## src/rtl/fu_rr_arbiter.sv

```systemverilog
// fu_rr_arbiter: round-robin arbiter/sequencer sharing one combinational function unit among N_REQ requesters
module fu_rr_arbiter #(
    parameter int N_REQ = 4,
    parameter int XW    = 4,
    parameter int FW    = 2
) (
    input  logic                clk,
    input  logic                rst_n,
    input  logic [N_REQ-1:0]    req,
    input  logic [N_REQ*XW-1:0] req_x,
    output logic [N_REQ-1:0]    gnt,
    output logic [XW-1:0]       fu_x,
    input  logic [FW-1:0]       fu_F,
    output logic [N_REQ-1:0]    rsp_valid,
    output logic [FW-1:0]       rsp_F,
    output logic                busy
);
    localparam int IW = (N_REQ > 1) ? $clog2(N_REQ) : 1;

    typedef enum logic [1:0] {IDLE, DRIVE, CAPTURE} state_t;

    state_t             r_state, w_state_nxt;
    logic [IW-1:0]      r_last, w_last_nxt;
    logic [IW-1:0]      r_win, w_win_nxt;
    logic [IW-1:0]      w_pick, w_idx;
    logic [N_REQ-1:0]   r_gnt, w_gnt_nxt;
    logic [N_REQ-1:0]   r_rsp_valid, w_rsp_valid_nxt;
    logic [XW-1:0]      r_fu_x, w_fu_x_nxt;
    logic [FW-1:0]      r_rsp_F, w_rsp_F_nxt;

    // Nearest active requester after r_last wins; scanning far-to-near lets the nearest overwrite
    always_comb begin
        w_pick = r_last;
        w_idx  = '0;
        for (int k = N_REQ; k >= 1; k--) begin
            w_idx = IW'((int'(r_last) + k) % N_REQ);
            if (req[w_idx]) w_pick = w_idx;
        end
    end

    // Next state and next registered outputs; pointer moves only when the response is captured
    always_comb begin
        w_state_nxt     = r_state;
        w_last_nxt      = r_last;
        w_win_nxt       = r_win;
        w_gnt_nxt       = '0;
        w_rsp_valid_nxt = '0;
        w_fu_x_nxt      = r_fu_x;
        w_rsp_F_nxt     = r_rsp_F;
        case (r_state)
            IDLE: begin
                if (|req) begin
                    w_win_nxt   = w_pick;
                    w_gnt_nxt   = N_REQ'(1) << w_pick;
                    w_fu_x_nxt  = req_x[int'(w_pick)*XW +: XW];
                    w_state_nxt = DRIVE;
                end
            end
            DRIVE: w_state_nxt = CAPTURE;
            CAPTURE: begin
                w_rsp_F_nxt     = fu_F;
                w_rsp_valid_nxt = N_REQ'(1) << r_win;
                w_last_nxt      = r_win;
                w_state_nxt     = IDLE;
            end
            default: w_state_nxt = IDLE;
        endcase
    end

    // State and output registers; reset abandons any transaction in flight
    always_ff @(posedge clk or negedge rst_n) begin
        if (!rst_n) begin
            r_state     <= IDLE;
            r_last      <= IW'(N_REQ - 1);
            r_win       <= '0;
            r_gnt       <= '0;
            r_rsp_valid <= '0;
            r_fu_x      <= '0;
            r_rsp_F     <= '0;
        end else begin
            r_state     <= w_state_nxt;
            r_last      <= w_last_nxt;
            r_win       <= w_win_nxt;
            r_gnt       <= w_gnt_nxt;
            r_rsp_valid <= w_rsp_valid_nxt;
            r_fu_x      <= w_fu_x_nxt;
            r_rsp_F     <= w_rsp_F_nxt;
        end
    end

    assign gnt       = r_gnt;
    assign fu_x      = r_fu_x;
    assign rsp_valid = r_rsp_valid;
    assign rsp_F     = r_rsp_F;
    assign busy      = (r_state != IDLE);
endmodule

```

## config.mk

```make
export PLATFORM = sky130hd
export DESIGN_NAME = fu_rr_arbiter
export DESIGN_NICKNAME = d
export VERILOG_FILES = /design/src/rtl/fu_rr_arbiter.sv
export SDC_FILE = /design/constraint.sdc
export NUM_CORES = 1
export LEC_CHECK = 0
export CAP_MARGIN = 20
export CORE_MARGIN = 1
export CORE_UTILIZATION = 28
export DETAILED_ROUTE_END_ITERATION = 8
export PLACE_DENSITY = 0.61
export SYNTH_ARGS = -nofsm -noshare
export SYNTH_HDL_FRONTEND = slang
export SYNTH_SLANG_ARGS = --single-unit
```

## constraint.sdc

```tcl
create_clock -name clk -period 2.29 [get_ports clk]
set_clock_uncertainty 0.15 [all_clocks]
set_input_delay 0.3435 -clock clk [delete_from_list [all_inputs] [get_ports clk]]
set_output_delay 0.3435 -clock clk [all_outputs]
set_load 0.1 [all_outputs]
```

== Word level (Yosys, flattened, before mapping) ==
Cells that the tools add are included.
Widths: inputs -> output; s select.

* Flip-flop bits (word level): 20
* Output and inout bits: 15

* Add/sub/neg operators: 4
* Magnitude comparators: 4
* Eq/ne operators: 3
* Shifts and indexed selects: 3
* Multiplexer cells: 17
* Reduce and logical (&&, ||, !) cells: 4

{| class="wikitable"
|+ Operators by type and width
! operator !! count
|-
| $shiftx 16x5->4 || 1
|-
| $lt 2x3->1 const B || 4
|-
| $mux 4 || 3
|-
| $mux 2 || 5
|-
| $bmux 1 s2 || 4
|-
| $shl 1x2->4 const A || 2
|-
| $add 2x1->2 const B || 2
|-
| $add 2x2->2 const B || 2
|-
| $mux 1 || 4
|-
| $pmux 2 s2 || 1
|-
| $reduce_or 4->1 || 1
|-
| $eq 2x1->1 const B || 1
|-
| $eq 2x2->1 const B || 1
|-
| $logic_not 2->1 || 1
|-
| $ne 2x2->1 const B || 1
|-
| $reduce_and 2->1 || 1
|-
| $reduce_bool 2->1 || 1
|}

== Logic depth before layout (Yosys ltp) ==
* Depth after elaboration: 10
* Mapped depth: 7
* Gate-level depth less buffers: 5

== Worst setup path after synthesis ==
OpenSTA, ideal clock, no wires.

* Kind: reg2reg
* Start: reg r_state[0]
* End: reg r_fu_x[0] (netlist: fu_x[0])
* Setup time: 0.143 ns
* Data arrival time: 1.759 ns
* Slack: 0.238 ns
* Cell stages (with the launch flop): 7
* Path buffers: 1
* Cells stage by stage: dfrtp_1 > or2_4 > a21oi_4 > or4b_1 > buf_6 > a21oi_2 > a221oi_1

* Cells in the longest elaborated chain, start to end: 2

{| class="wikitable"
|+ RTL lines
! what !! RTL line !! RTL
|-
| start, declared || 22 || <nowiki>state_t r_state, w_state_nxt;</nowiki>
|-
| start signal, assigned || 81 || <nowiki>r_state <= w_state_nxt;</nowiki>
|-
| $logic_not 2->1 || 50 || <nowiki>case (r_state)</nowiki>
|-
| $reduce_and 2->1 (no source line) || -- ||
|-
| end signal, assigned || 86 || <nowiki>r_fu_x <= w_fu_x_nxt;</nowiki>
|-
| end, declared || 28 || <nowiki>logic [XW-1:0] r_fu_x, w_fu_x_nxt;</nowiki>
|}

No other way between the ends.
A chain may end at the register's enable or synchronous reset.

== Worst setup path after layout ==
* Start: reg r_last[0]
* End: reg r_fu_x[2] (netlist: fu_x[2])

* Cells in the longest elaborated chain, start to end: 8
* Elaborated cells on any way between the ends: 17

{| class="wikitable"
|+ RTL lines
! what !! RTL line !! RTL
|-
| start, declared || 23 || <nowiki>logic [IW-1:0] r_last, w_last_nxt;</nowiki>
|-
| start signal, assigned || 74 || <nowiki>r_last <= IW'(N_REQ - 1);</nowiki>
|-
| start signal, assigned || 82 || <nowiki>r_last <= w_last_nxt;</nowiki>
|-
| $add 2x1->2 || 36 || <nowiki>w_idx = IW'((int'(r_last) + k) % N_REQ);</nowiki>
|-
| $bmux 1 s2 || 37 || <nowiki>if (req[w_idx]) w_pick = w_idx;</nowiki>
|-
| $mux 1 (implied by the code) || 37 ||
|-
| $mux 2 (3 in series) || 37 ||
|-
| $mux 2 (*) || 37 ||
|-
| $shiftx 16x5->4 (*) || 55 || <nowiki>w_fu_x_nxt = req_x[int'(w_pick)*XW +: XW];</nowiki>
|}

Every way passes the cells marked *; elsewhere a longest branch is shown, timed or not. The select of a mux whose other input is x is not followed.

==> results_tabular.tex <==
\begin{tabular}{lr}
\hline
Metric & Value \\
\hline
\multicolumn{2}{l}{\textbf{Clocking}} \\
\quad Buffers inserted during post-CTS setup optimization & 0 \\
\quad Hold Buf Count CTS & 0 \\
\quad Buffer type at the clock tree root & clkbuf\_4 \\
\quad CTS buffer count & 3 \\
\quad Worst-skew pair later-pin latency & 0.29 ns \\
\quad PostCTS Resize Cnt & 0 \\
\quad Clock Pin Slew Worst Setup and Hold Paths & 0.11 ns \\
\quad CTS Sinks & 20 \\
\quad Bufs on Longest Clock Path & 2 \\
\quad Number of levels in the clock H-tree & 1 \\
\quad Clock tree from TritonCTS & built \\
\multicolumn{2}{l}{\textbf{Synthesis}} \\
\quad Ys Warns & 0 \\
\quad Seq/Total Area, Yosys & 52.83\% \\
\quad Instance count of the mapped netlist & 93 \\
\quad Area of the mapped netlist & around 950 um2 \\
\quad Most common cell in the synthesized netlist & dfrtp\_1 \\
\quad Synth async-reset ratio & 100.0\% \\
\quad Most common library cells after synthesis & dfrtp\_1 (18), nand2\_1 (15), nor2\_1 (12), mux2i\_1 (5) \\
\quad Top FF cell, synth & dfrtp\_1 \\
\quad Number of enable-type register cells in the synthesized netlist & 0 \\
\quad Synth Net Count & 117 \\
\quad Yosys cell types & 27 \\
\quad Register bit total from synthesis & 20 \\
\quad Area share of the leading cell type in the synthesized netlist & 47.31\% \\
\quad Syn\_area\_per\_cell & 10.24 um2 \\
\quad Leading cell types by total area after synthesis & dfrtp\_1 (47\%), nand2\_1 (5.9\%), dfstp\_2 (5.5\%) \\
\quad Top cell type by total area after synthesis & dfrtp\_1 \\
\multicolumn{2}{l}{\textbf{Global route}} \\
\quad Final global-route overflow total & 0 \\
\quad Global-route wire length before repair & 3657 um \\
\quad Maximum number of pins on one net before global-route repair & 21 \\
\quad Overall routing resource usage & 13.92\% \\
\quad Vias in the first global route & around 840 \\
\quad Initial antenna violation count & 0 \\
\multicolumn{2}{l}{\textbf{Detailed routing}} \\
\quad Routed wire length per instance & around 12 um \\
\quad Vias post-DR & 831 \\
\quad Via-per-instance ratio & 4.617 \\
\quad First-iteration detailed-routing DRC count & 56 \\
\quad Final wirelength & 2137 um \\
\quad Detailed Routing Iterations Pass 1 & 4 \\
\quad Count of antenna-violating nets left after detailed routing & 0 \\
\quad Number of DRC violations after detailed routing & 0 \\
\multicolumn{2}{l}{\textbf{Floorplan}} \\
\quad Core ar. & 3128 um2 \\
\quad Die Area & 3638 um2 \\
\quad I/O pin cnt & 39 \\
\quad Die X & 60.32 um \\
\quad Height of the die & 60.32 um \\
\quad Initial Utilization & 30.44\% \\
\quad Row count & 20 \\
\multicolumn{2}{l}{\textbf{Worst setup path}} \\
\quad Crit path max fanout & 7 \\
\quad Worst Setup Path Type & reg2reg \\
\quad WP data arrival & 2.09 ns \\
\quad Kind of start point of the critical path & flip-flop \\
\quad Data required time at the worst endpoint & 2.30 ns \\
\quad Capturing element type of the critical path & flip-flop \\
\multicolumn{2}{l}{\textbf{Placed design}} \\
\quad DP HPWL & 1656 um \\
\quad Placer's final routability congestion estimate & 0.7768 \\
\quad Dpl cell area & 1366 um2 \\
\quad Cell Count Post-Placement & 176 \\
\quad I/O Buffers & 38 \\
\quad Minimum setup slack after placement & -0.09874 ns \\
\multicolumn{2}{l}{\textbf{STA}} \\
\quad Final-report hold violation count & 0 \\
\quad Setup TNS Final & 0 ns \\
\quad Slew at the pin closest to its max-slew limit & 0.4042 ns \\
\quad Peak Freq & $\sim$0.48 GHz \\
\quad Min cycle time layout & 2.080 ns \\
\quad Final count of pins violating max slew & 0 \\
\quad Endpoints failing setup & 0 \\
\quad Least setup slack across all paths after layout & 0.2097 ns \\
\quad Final cycle utilization of the critical path & 90.84\% \\
\quad Unrepaired setup endpoints after global routing & false \\
\quad Worst slew margin & between 70\% and 80\% \\
\multicolumn{2}{l}{\textbf{Status}} \\
\quad Status & finished clean \\
\multicolumn{2}{l}{\textbf{Run}} \\
\quad Max-cap violations & 0 \\
\multicolumn{2}{l}{\textbf{Finish}} \\
\quad Number of diodes & 0 \\
\quad Area overhead of the layout relative to synthesis & 47.31\% \\
\quad Final Instance Count excl. Fillers & 180 \\
\quad Post-route design area & 1403 um2 \\
\quad Net count, final & 161 \\
\quad Fraction of final layout cells with drive strength greater than 1 & 22.79\% \\
\multicolumn{2}{l}{\textbf{Worst hold path}} \\
\quad Worst min path class & in2async \\
\hline
\end{tabular}
-- cells in the final DEF, fill, tap and decap left out --
master            n
nor2b_1           2
or2_4             1
a21oi_4           1
clkbuf_4          3
or4b_1            1
nor3b_1           1
o21ai_0           3
nor3_1            1
nor2_1           12
dfstp_2           2
nand2_1          15
xnor2_1           1
a32o_1            1
clkdlybuf4s50_1  23
a22oi_1           1
o21ai_1           1
buf_4            18
and2b_1           1
clkbuf_8          1
a21oi_2           4
o21a_1            1
and2_1            4
a221oi_1          4
and3_1            1
nand2b_1          4
buf_12            1
dfrtp_1          18
mux2i_1           5
inv_1             1
a21oi_1           4
-- state kept, by name, indices dropped and copies added, names as in the netlist --
name and count:
r_win 2, rsp_F 2, fu_x 4, gnt 4, r_last 2, r_state 2
rsp_valid 4
-- cell type report --
cell class	instances	area [um2]
sequential	20	503.0
inverter	1	3.754
tap	44	55.05
fill	317	1725
multi-input combinational	69	419.2
timing repair buffer	42	385.4
clock buffer	4	36.28
-- worst max-delay path, cell delays in order (launching register included) --
cell and delay (ns):
dfstp_2 0.60, nor2b_1 0.08, and2_1 0.16, or4b_1 0.69
a21oi_2 0.18, a221oi_1 0.09
-- stage by stage --
step	hold slack, ns	util, %
after global routing	0.2500	44.84
after floorplan	-0.1021	-
after global placement	0.3070	43.68
after detailed placement	0.3148	43.68
final	0.2258	44.84
after CTS	0.2343	44.84
-- cell families (layout without fill, tap and decap cells) --
family	Yosys count	after routing	synth area share, %
compound gates	20	20	15.90
xor+xnor	1	1	0.9200
simple gates	43	43	21.94
mux	5	5	5.256
buf+inv	4	47	3.153
flops	20	20	52.82
-- worst paths after layout --
check                                from         to  slack [ns]  depth (start not counted)
worst min-delay path                rst_n   r_win[0]        0.23                          2
min in group clk                 rsp_F[0]   rsp_F[0]        0.34                          2
max in group asynchronous           rst_n  r_last[0]        1.50                          2
worst min register to register   rsp_F[0]   rsp_F[0]        0.34                          2
worst max-delay path            r_last[0]    fu_x[2]        0.21                          5
worst max register to register  r_last[0]    fu_x[2]        0.21                          5
-- per-layer routing --
metal / up-vias / global-route usage, % / share of wire, %
met1: 399 / 17.63 / 45
met5: - / 0 / 0
met2: 24 / 22.14 / 50
li1: 406 / - / -
met3: 2 / 2.381 / 4.1
met4: 0 / 8.306 / 1.3
Power is not shown: default switching activity piles up to over one toggle a cycle in this logic, so the estimate is an artifact.
